[config.mk]
export PLATFORM = sky130hd
export DESIGN_NAME = ee357_mcpu_fetch_flat
export DESIGN_NICKNAME = d
export VERILOG_FILES = /design/src/rtl/ee357_mcpu_fetch_if.sv /design/src/rtl/ee357_mcpu_fetch.sv /design/src/flat_wrapper.sv
export SDC_FILE = /design/constraint.sdc
export NUM_CORES = 1
export LEC_CHECK = 0
export BUFFER_PORTS_ARGS = -buffer_cell sky130_fd_sc_hd__buf_2
export CAP_MARGIN = 15
export CORE_UTILIZATION = 43
export DETAILED_ROUTE_END_ITERATION = 10
export PLACE_DENSITY = 0.76
export SLEW_MARGIN = 10
export SYNTH_ARGS = -nofsm -noshare
export SYNTH_HDL_FRONTEND = slang
export SYNTH_SLANG_ARGS = --single-unit
[constraint.sdc]
create_clock -name clk -period 2.1 [get_ports clk]
set_input_delay 0.42 -clock clk [delete_from_list [all_inputs] [get_ports clk]]
set_output_delay 0.42 -clock clk [all_outputs]
set_load 0.005 [all_outputs]
[src/rtl/ee357_mcpu_fetch_if.sv]
// Signal bundle between the multicycle control/datapath and the fetch block.
// The master drives control and datapath results; the slave returns registers, address and decode.
interface ee357_mcpu_fetch_if;
    logic        pcw;
    logic        pcwc;
    logic        iord;
    logic        mr;
    logic        irw;
    logic        tw;
    logic [1:0]  pcs;
    logic [31:0] alu_out;
    logic        alu_zero;
    logic [31:0] mem_rdata;

    logic [31:0] mem_addr;
    logic [5:0]  op;
    logic [5:0]  func;
    logic [4:0]  rs;
    logic [4:0]  rt;
    logic [4:0]  rd;
    logic [31:0] imm_sx;
    logic [31:0] pc;
    logic [31:0] ir;
    logic [31:0] mdr;
    logic [31:0] aluout_q;
    logic [31:0] target;
    logic [31:0] instr_cnt;

    modport master (
        output pcw, pcwc, iord, mr, irw, tw, pcs, alu_out, alu_zero, mem_rdata,
        input  mem_addr, op, func, rs, rt, rd, imm_sx, pc, ir, mdr, aluout_q, target, instr_cnt
    );

    modport slave (
        input  pcw, pcwc, iord, mr, irw, tw, pcs, alu_out, alu_zero, mem_rdata,
        output mem_addr, op, func, rs, rt, rd, imm_sx, pc, ir, mdr, aluout_q, target, instr_cnt
    );
endinterface

[src/rtl/ee357_mcpu_fetch.sv]
// Multicycle CPU fetch/PC unit: PC, IR, MDR, ALUOut and branch Target registers,
// memory address mux, next-PC selection and instruction decode fields.
module ee357_mcpu_fetch #(
    parameter logic [31:0] RESET_PC = 32'h0000_0000,
    parameter logic [5:0]  OP_BNE   = 6'b000101
) (
    input logic             clk,
    input logic             rst,
    ee357_mcpu_fetch_if.slave bus
);

    logic [31:0] pc_q;
    logic [31:0] ir_q;
    logic [31:0] mdr_q;
    logic [31:0] aluout_q;
    logic [31:0] target_q;
    logic [31:0] instr_cnt_q;

    logic        is_bne;
    logic        br_taken;
    logic        pc_load;
    logic [31:0] next_pc;

    // BNE flips the sense of the zero test; pcs=11 is reserved and never loads the PC.
    always_comb begin
        is_bne   = (ir_q[31:26] == OP_BNE);
        br_taken = bus.pcwc & (bus.alu_zero ^ is_bne);
        pc_load  = (bus.pcw | br_taken) & (bus.pcs != 2'b11);
        next_pc  = pc_q;
        case (bus.pcs)
            2'b00:   next_pc = bus.alu_out;
            2'b01:   next_pc = target_q;
            2'b10:   next_pc = {pc_q[31:28], ir_q[25:0], 2'b00};
            default: next_pc = pc_q;
        endcase
    end

    always_ff @(posedge clk) begin
        if (rst) begin
            pc_q        <= RESET_PC;
            ir_q        <= '0;
            mdr_q       <= '0;
            aluout_q    <= '0;
            target_q    <= '0;
            instr_cnt_q <= '0;
        end else begin
            aluout_q <= bus.alu_out;
            if (bus.irw) begin
                ir_q        <= bus.mem_rdata;
                instr_cnt_q <= instr_cnt_q + 32'd1;
            end
            if (bus.mr && bus.iord) begin
                mdr_q <= bus.mem_rdata;
            end
            if (bus.tw) begin
                target_q <= bus.alu_out;
            end
            if (pc_load) begin
                pc_q <= next_pc;
            end
        end
    end

    assign bus.mem_addr  = bus.iord ? aluout_q : pc_q;
    assign bus.op        = ir_q[31:26];
    assign bus.func      = ir_q[5:0];
    assign bus.rs        = ir_q[25:21];
    assign bus.rt        = ir_q[20:16];
    assign bus.rd        = ir_q[15:11];
    assign bus.imm_sx    = {{16{ir_q[15]}}, ir_q[15:0]};
    assign bus.pc        = pc_q;
    assign bus.ir        = ir_q;
    assign bus.mdr       = mdr_q;
    assign bus.aluout_q  = aluout_q;
    assign bus.target    = target_q;
    assign bus.instr_cnt = instr_cnt_q;

endmodule

[src/flat_wrapper.sv]
// flat-port wrapper written by rule: the top's interface ports become plain ports
module ee357_mcpu_fetch_flat 
#(
    parameter logic [31:0] RESET_PC = 32'h0000_0000,
    parameter logic [5:0]  OP_BNE   = 6'b000101
)
  (clk, rst, bus_pcw, bus_pcwc, bus_iord, bus_mr, bus_irw, bus_tw, bus_pcs, bus_alu_out, bus_alu_zero, bus_mem_rdata, bus_mem_addr, bus_op, bus_func, bus_rs, bus_rt, bus_rd, bus_imm_sx, bus_pc, bus_ir, bus_mdr, bus_aluout_q, bus_target, bus_instr_cnt);
  ee357_mcpu_fetch_if bus_i ();
  input logic clk;
  input logic rst;
  input wire logic [$bits(bus_i.pcw)-1:0] bus_pcw;
  input wire logic [$bits(bus_i.pcwc)-1:0] bus_pcwc;
  input wire logic [$bits(bus_i.iord)-1:0] bus_iord;
  input wire logic [$bits(bus_i.mr)-1:0] bus_mr;
  input wire logic [$bits(bus_i.irw)-1:0] bus_irw;
  input wire logic [$bits(bus_i.tw)-1:0] bus_tw;
  input wire logic [$bits(bus_i.pcs)-1:0] bus_pcs;
  input wire logic [$bits(bus_i.alu_out)-1:0] bus_alu_out;
  input wire logic [$bits(bus_i.alu_zero)-1:0] bus_alu_zero;
  input wire logic [$bits(bus_i.mem_rdata)-1:0] bus_mem_rdata;
  output wire logic [$bits(bus_i.mem_addr)-1:0] bus_mem_addr;
  output wire logic [$bits(bus_i.op)-1:0] bus_op;
  output wire logic [$bits(bus_i.func)-1:0] bus_func;
  output wire logic [$bits(bus_i.rs)-1:0] bus_rs;
  output wire logic [$bits(bus_i.rt)-1:0] bus_rt;
  output wire logic [$bits(bus_i.rd)-1:0] bus_rd;
  output wire logic [$bits(bus_i.imm_sx)-1:0] bus_imm_sx;
  output wire logic [$bits(bus_i.pc)-1:0] bus_pc;
  output wire logic [$bits(bus_i.ir)-1:0] bus_ir;
  output wire logic [$bits(bus_i.mdr)-1:0] bus_mdr;
  output wire logic [$bits(bus_i.aluout_q)-1:0] bus_aluout_q;
  output wire logic [$bits(bus_i.target)-1:0] bus_target;
  output wire logic [$bits(bus_i.instr_cnt)-1:0] bus_instr_cnt;
  assign bus_i.pcw = bus_pcw;
  assign bus_i.pcwc = bus_pcwc;
  assign bus_i.iord = bus_iord;
  assign bus_i.mr = bus_mr;
  assign bus_i.irw = bus_irw;
  assign bus_i.tw = bus_tw;
  assign bus_i.pcs = bus_pcs;
  assign bus_i.alu_out = bus_alu_out;
  assign bus_i.alu_zero = bus_alu_zero;
  assign bus_i.mem_rdata = bus_mem_rdata;
  assign bus_mem_addr = bus_i.mem_addr;
  assign bus_op = bus_i.op;
  assign bus_func = bus_i.func;
  assign bus_rs = bus_i.rs;
  assign bus_rt = bus_i.rt;
  assign bus_rd = bus_i.rd;
  assign bus_imm_sx = bus_i.imm_sx;
  assign bus_pc = bus_i.pc;
  assign bus_ir = bus_i.ir;
  assign bus_mdr = bus_i.mdr;
  assign bus_aluout_q = bus_i.aluout_q;
  assign bus_target = bus_i.target;
  assign bus_instr_cnt = bus_i.instr_cnt;
  ee357_mcpu_fetch #(.RESET_PC(RESET_PC), .OP_BNE(OP_BNE)) u_core (.clk(clk), .rst(rst), .bus(bus_i));
endmodule
==> metrics.txt, run 1 <==
total number of placement rows 50; maximum buffer depth of the clock tree 2; number of global-route vias before repair 6,945; Final Instance Count excl. Fillers 1,477; height of the die 142 um; average size of a mapped cell 9.21 um2; slack of the critical path 0.0857 ns; portion of the post-synthesis area used by sequential elements 45.4%; all-layer global routing usage 24.5%; initial antenna violation count 0; Reg2Reg Launch Point u_core.bus.ir[31]; Cell Area, Synth 8460 um2; Peak Freq 496 MHz; global placer's final weighted congestion 0.841; min-delay worst type in -> reg; net count after synthesis 998; fin crit period 2.01 ns; Cells after Synth 918; sum of routed wire length over all layers 25,100 um; ratio of routed vias to standard cells 5.14; Critical Setup Path Class reg -> reg; Post-Place Worst Slack 0.0634 ns; # port buffers 357; Yosys cell types 35; combined flip-flop and latch cell area 3850 um2; Die Width 142 um; net count reported at finish 1,284; Iter 0 DRT Violations 385; crit-path max cell delay 0.53 ns; worst-path cell chain nor4bb_4, buf_4, a211oi_1, or3_2, buf_4, a311oi_1; clk_lat worst skew 0.43 ns; status finished clean; cts-stage hold buffer count 0; share of synthesized flip-flops with an asynchronous set or reset 0%; post-route antenna net violation count 0; Core Area 19,000 um2; pin count of the biggest net entering global routing 60; arrival time at the worst endpoint 2.35 ns; master cell of the clock root buffer sky130_fd_sc_hd__clkbuf_16; EDFF count, synth 0; most used cell, CP sky130_fd_sc_hd__buf_4; HPWL after DPL 18,000 um; sum of buffers and inverters on the critical path 2; clock tree from TritonCTS done; Final Hold Violating Endpoints 0; First-pass DRT Iterations 7; GRT overflow 0; #FFs+latches synth 192; global-route wire length before repair 37,900 um; family with the most delay on the worst path simple AND/OR/NAND/NOR gates; fillers 1,712; fin crit share 95.9%; maximum vdd ir drop 0.000501 V; total CTS buffers 17; number of sinks handled by clock tree synthesis 192; dpl cell area 10,300 um2; total of endpoints with negative setup slack in the final report 0; Static Leakage 5.30 nW; Placed Cells 1,445; total count of max-transition violations in the final report 0; crit path launch type register; num ports 358; post-layout power 0.00855 W; Critical Path RT 2.43 ns; Residual DRC 0; share of final-layout standard cells stronger than drive strength 1 38.9%; hold path startpoint bus_mem_rdata[4]; average wire per standard cell 17.0 um; die area 20,200 um2; most used flip-flop cell after synthesis sky130_fd_sc_hd__dfxtp_1; transition at the pin with the smallest max-transition slack 0.731 ns; setup clock skew after layout 0.00961 ns; type of destination of the critical path register; area of combinational cells with multiple inputs 3880 um2; Clock transition at path regs 0.08 ns; cell area power density 783 nW/um2; starting density of the core 44.5%; Core Util, Final 57.4%; worst max-slew margin expressed relative to the limit 51.3%; finished layout cell area 10,900 um2; origin of the worst setup path u_core.bus.ir[31]; H-tree depth 4; number of vias after detailed routing 7,596; post-synthesis to final-layout area growth 29.1%; Inserted Diodes 0; slowest stage cell, crit path sky130_fd_sc_hd__or3_2; maximum fanout along the worst path 12; # Max-Cap Violations 0; count of yosys warnings during synthesis 0
## synth_stat cells, drive strengths merged, types with 9 or more instances
master  number  area share, %
buf         76            6.1
nor2       106            4.7
inv          9           0.40
a22oi       26            2.3
mux2i       91             11
a21oi       55            3.3
or4         16            1.4
nor2b       38            2.8
nand2       76            3.4
nand2b      32            2.4
nand3       14           0.83
a211o       26            2.7
mux2        37            4.9
clkbuf      54            2.4
dfxtp      192             45
o31ai       16            1.4
## cell families (layout without fill, tap and decap cells)
kind of cell,Yosys count,after routing,share of synthesized area (%)
fa+ha+maj,5,5,0.740
xor+xnor,11,11,1.14
buf+inv,139,438,8.93
compound gates,130,130,10.2
simple gates,313,313,17.9
flops,192,192,45.4
mux,128,128,15.7
## layout make-up
cell class / count / area share, %
clock buffers: 18 / 3.93
clock inverters: 14 / 1.80
inverters: 9 / 0.309
multi-input cells: 587 / 35.5
flip-flops and latches: 192 / 35.2
well taps: 260 / 2.98
repair buffers: 397 / 20.2
## final timing paths
kind	to	slack, ns	cells after the start
setup / recovery	u_core.bus.pc[0]	0.09	6
hold / removal	u_core.bus.mdr[4]	0.23	3
setup reg to reg	u_core.bus.pc[0]	0.09	6
hold reg to reg	u_core.bus.mdr[7]	0.46	2
## metal layers
layer / part of all wire (%) / track usage (%)
met5: 0 / 0
met4: 3.2 / 11.2
met3: 5.8 / 5.62
met2: 49 / 41.5
met1: 42 / 29.3
## tightest hold or removal path, stage by stage
cell and delay [ns]:
sky130_fd_sc_hd__buf_2 0.10, sky130_fd_sc_hd__nand2_1 0.05, sky130_fd_sc_hd__a21oi_1 0.05
## cells in the final DEF, fill, tap and decap left out, drive strengths merged, types with 14 or more instances in the layout
master / count
buf: 397
dfxtp: 192
nor2: 106
mux2i: 91
nand2: 76
a21oi: 55
nor2b: 38
mux2: 37
nand2b: 32
a22oi: 26
a211o: 26
clkbuf: 18
or4: 16
o31ai: 16
inv: 15
nand3: 14
## stage by stage
stage / hold slack, ns / setup TNS [ns]
after floorplan: 0.453 / 0
after global placement: 0.439 / 0
after detailed placement: 0.446 / 0
after CTS: 0.209 / 0
after global routing: 0.216 / -0.00434
final: 0.232 / 0
## repair_timing
action / CTS / global route
setup buffers: 0 / 0
gates resized for setup: 0 / 7
endpoints found under the setup margin: 0 / 26
## registers in the layout (all words and copies together) (netlist names)
name and count:
u_core.bus.pc 32, u_core.bus.mdr 32, u_core.bus.target 32, u_core.bus.aluout_q 32, u_core.bus.ir 32, u_core.bus.instr_cnt 32
## power by group
part           internal (W)  total, W  leakage, nW  switching [W]
Combinational      0.000573   0.00117         3.42       0.000598
Sequential          0.00383   0.00399         1.58       0.000163
Clock               0.00183   0.00339        0.301        0.00156
Note: power is estimated with default switching activity, not from simulation.
==> inputs of run 2 (changes only) <==
--- a/config.mk
+++ b/config.mk
@@ -10,6 +10,7 @@
 export CORE_UTILIZATION = 43
 export DETAILED_ROUTE_END_ITERATION = 10
 export PLACE_DENSITY = 0.76
+export REMOVE_ABC_BUFFERS = 1
 export SLEW_MARGIN = 10
 export SYNTH_ARGS = -nofsm -noshare
 export SYNTH_HDL_FRONTEND = slang
==> run 2 against run 1 <==
Net effect:
- via count rose by 0.57%
- sequential cell count did not move
- hold slack got worse by 0.0046 ns
- combinational power barely moved
- core utilization barely moved
- register-to-register slack got worse by 0.02 ns
- fmax fell by 0.87%
- critical path type unchanged
- largest power group unchanged
==> metrics.txt, run 2 (synthesized netlist as in run 1, its figures left out) <==
status finished clean; Peak Freq 492 MHz; pin count of the biggest net entering global routing 73; number of vias after detailed routing 7,639; worst max-slew margin expressed relative to the limit 51.0%; Reg2Reg Setup Slack 0.07 ns; share of final-layout standard cells stronger than drive strength 1 39.0%; Static Leakage 5.32 nW; min-delay worst type in -> reg; GRT overflow 0; total CTS buffers 17; average wire per standard cell 16.2 um; First-pass DRT Iterations 5; Reg2Reg Launch Point u_core.bus.instr_cnt[12]; Iter 0 DRT Violations 379; transition at the pin with the smallest max-transition slack 0.735 ns; maximum buffer depth of the clock tree 2; Final Hold Violating Endpoints 0; height of the die 142 um; net count reported at finish 1,289; setup clock skew after layout 0.0109 ns; clock tree from TritonCTS done; fin crit share 96.8%; post-route antenna net violation count 0; clk_lat worst skew 0.43 ns; Critical Setup Path Class reg -> reg; worst hold slack 0.228 ns; starting density of the core 44.5%; Residual DRC 0; depth of the worst register-to-register path 5; number of sinks handled by clock tree synthesis 192; maximum fanout along the worst path 25; setup_tns 0 ns; Critical Path RT 2.45 ns; global placer's final weighted congestion 0.849; most heavily used metal layer in global routing met2; HPWL after DPL 17,300 um; end of the critical path u_core.bus.instr_cnt[27]; # port buffers 357; Die Width 142 um; met3 track demand over resource 4.58%; Final Instance Count excl. Fillers 1,482; master cell of the clock root buffer sky130_fd_sc_hd__clkbuf_16; total count of max-transition violations in the final report 0; endpoint of the worst-slack reg-to-reg timing path u_core.bus.instr_cnt[27]; Inserted Diodes 0; highest-count cells in the layout ignoring fill and taps 356 x sky130_fd_sc_hd__buf_2, 192 x sky130_fd_sc_hd__dfxtp_1, 106 x sky130_fd_sc_hd__nor2_1; ratio of routed vias to standard cells 5.15; Core Area 19,000 um2; total number of placement rows 50; # Max-Cap Violations 0; arrival time at the worst endpoint 2.39 ns; maximum vdd ir drop 0.000532 V; crit path launch type register; initial antenna violation count 0; commonest non-fill, non-tap cell in the layout sky130_fd_sc_hd__buf_2; num ports 358; fraction of met2 tracks used by global routing 41.9%; total of endpoints with negative setup slack in the final report 0; global-route wire length before repair 36,100 um; Clock transition at path regs 0.07 ns; number of global-route vias before repair 6,959; die area 20,200 um2; origin of the worst setup path u_core.bus.instr_cnt[12]; type of destination of the critical path register; all-layer global routing usage 23.0%; Placed Cells 1,450; routing usage on met1 26.0%; sum of routed wire length over all layers 24,000 um; cell area power density 768 nW/um2; H-tree depth 4; post-synthesis to final-layout area growth 29.1%; fin crit period 2.03 ns
==> run 2: changes by cell type in the layout (fill, tap and decap cells not counted), moves of 3 or more <==
cell                       previous run  this run
sky130_fd_sc_hd__buf_4               30        36
sky130_fd_sc_hd__clkinv_2             0         3
sky130_fd_sc_hd__dfxtp_1            188       192
sky130_fd_sc_hd__dfxtp_2              4         0
sky130_fd_sc_hd__inv_8                4         0
==> run 2: layout make-up <==
| type | count | area, um2 |
|---|---|---|
| Fill cell | 1733 | 8100 |
| Multi-Input combinational cell | 587 | 3890 |
| Sequential cell | 192 | 3840 |
| Timing Repair Buffer | 402 | 2240 |
| Clock buffer | 18 | 429 |
| Tap cell | 260 | 325 |
| Clock inverter | 14 | 158 |
| Inverter | 9 | 33.8 |
==> run 2: critical path, cell delays in order, from the launching register on <==
cell,delay (ns)
sky130_fd_sc_hd__dfxtp_1,0.36
sky130_fd_sc_hd__nand4_1,0.17
sky130_fd_sc_hd__or4_1,0.50
sky130_fd_sc_hd__buf_4,0.23
sky130_fd_sc_hd__or4_1,0.53
sky130_fd_sc_hd__a21oi_1,0.17
==> run 2: worst min path at each step <==
stage,from,to,cells past startpoint
floorplan,u_core.bus.mdr[0],u_core.bus.mdr[0],2
global route,bus_alu_out[14],u_core.bus.aluout_q[14],2
global placement,u_core.bus.mdr[22],u_core.bus.mdr[22],2
CTS,bus_alu_out[4],u_core.bus.aluout_q[4],2
finish,bus_alu_out[1],u_core.bus.aluout_q[1],2
detailed placement,u_core.bus.mdr[24],u_core.bus.mdr[24],2
==> run 2: timing repair <==
action | CTS | global route
setup buffers | 0 | 0
endpoints found under the setup margin | 0 | 9
hold buffers | 0 | 0
resized for setup | 0 | 4
==> run 2: routing by layer <==
metal / share of wire [%] / up-vias
met2: 51 / 304
met4: 2.8 / 0
met1: 40 / 3612
li1: - / 3673
met3: 5.7 / 50
met5: 0 / -
==> run 2: report_power, final <==
part | leakage, nW | internal, W | switching (W)
Clock | 0.280 | 0.00178 | 0.00146
Combinational | 3.46 | 0.000582 | 0.000586
Sequential | 1.58 | 0.00383 | 0.000156
Total | 5.32 | 0.00619 | 0.00220
==> run 2: per-stage QoR <==
stage	area, um2	utilization (%)	setup slack, ns	power (W)
floorplan	7740	-	-0.147	0.00452
global placement	10300	54.2	-0.00713	0.00521
detailed placement	10300	54.2	-0.0671	0.00524
CTS	10900	57.3	0.0157	0.00847
global route	10900	57.4	-0.00298	0.00874
finish	10900	57.4	0.0680	0.00839
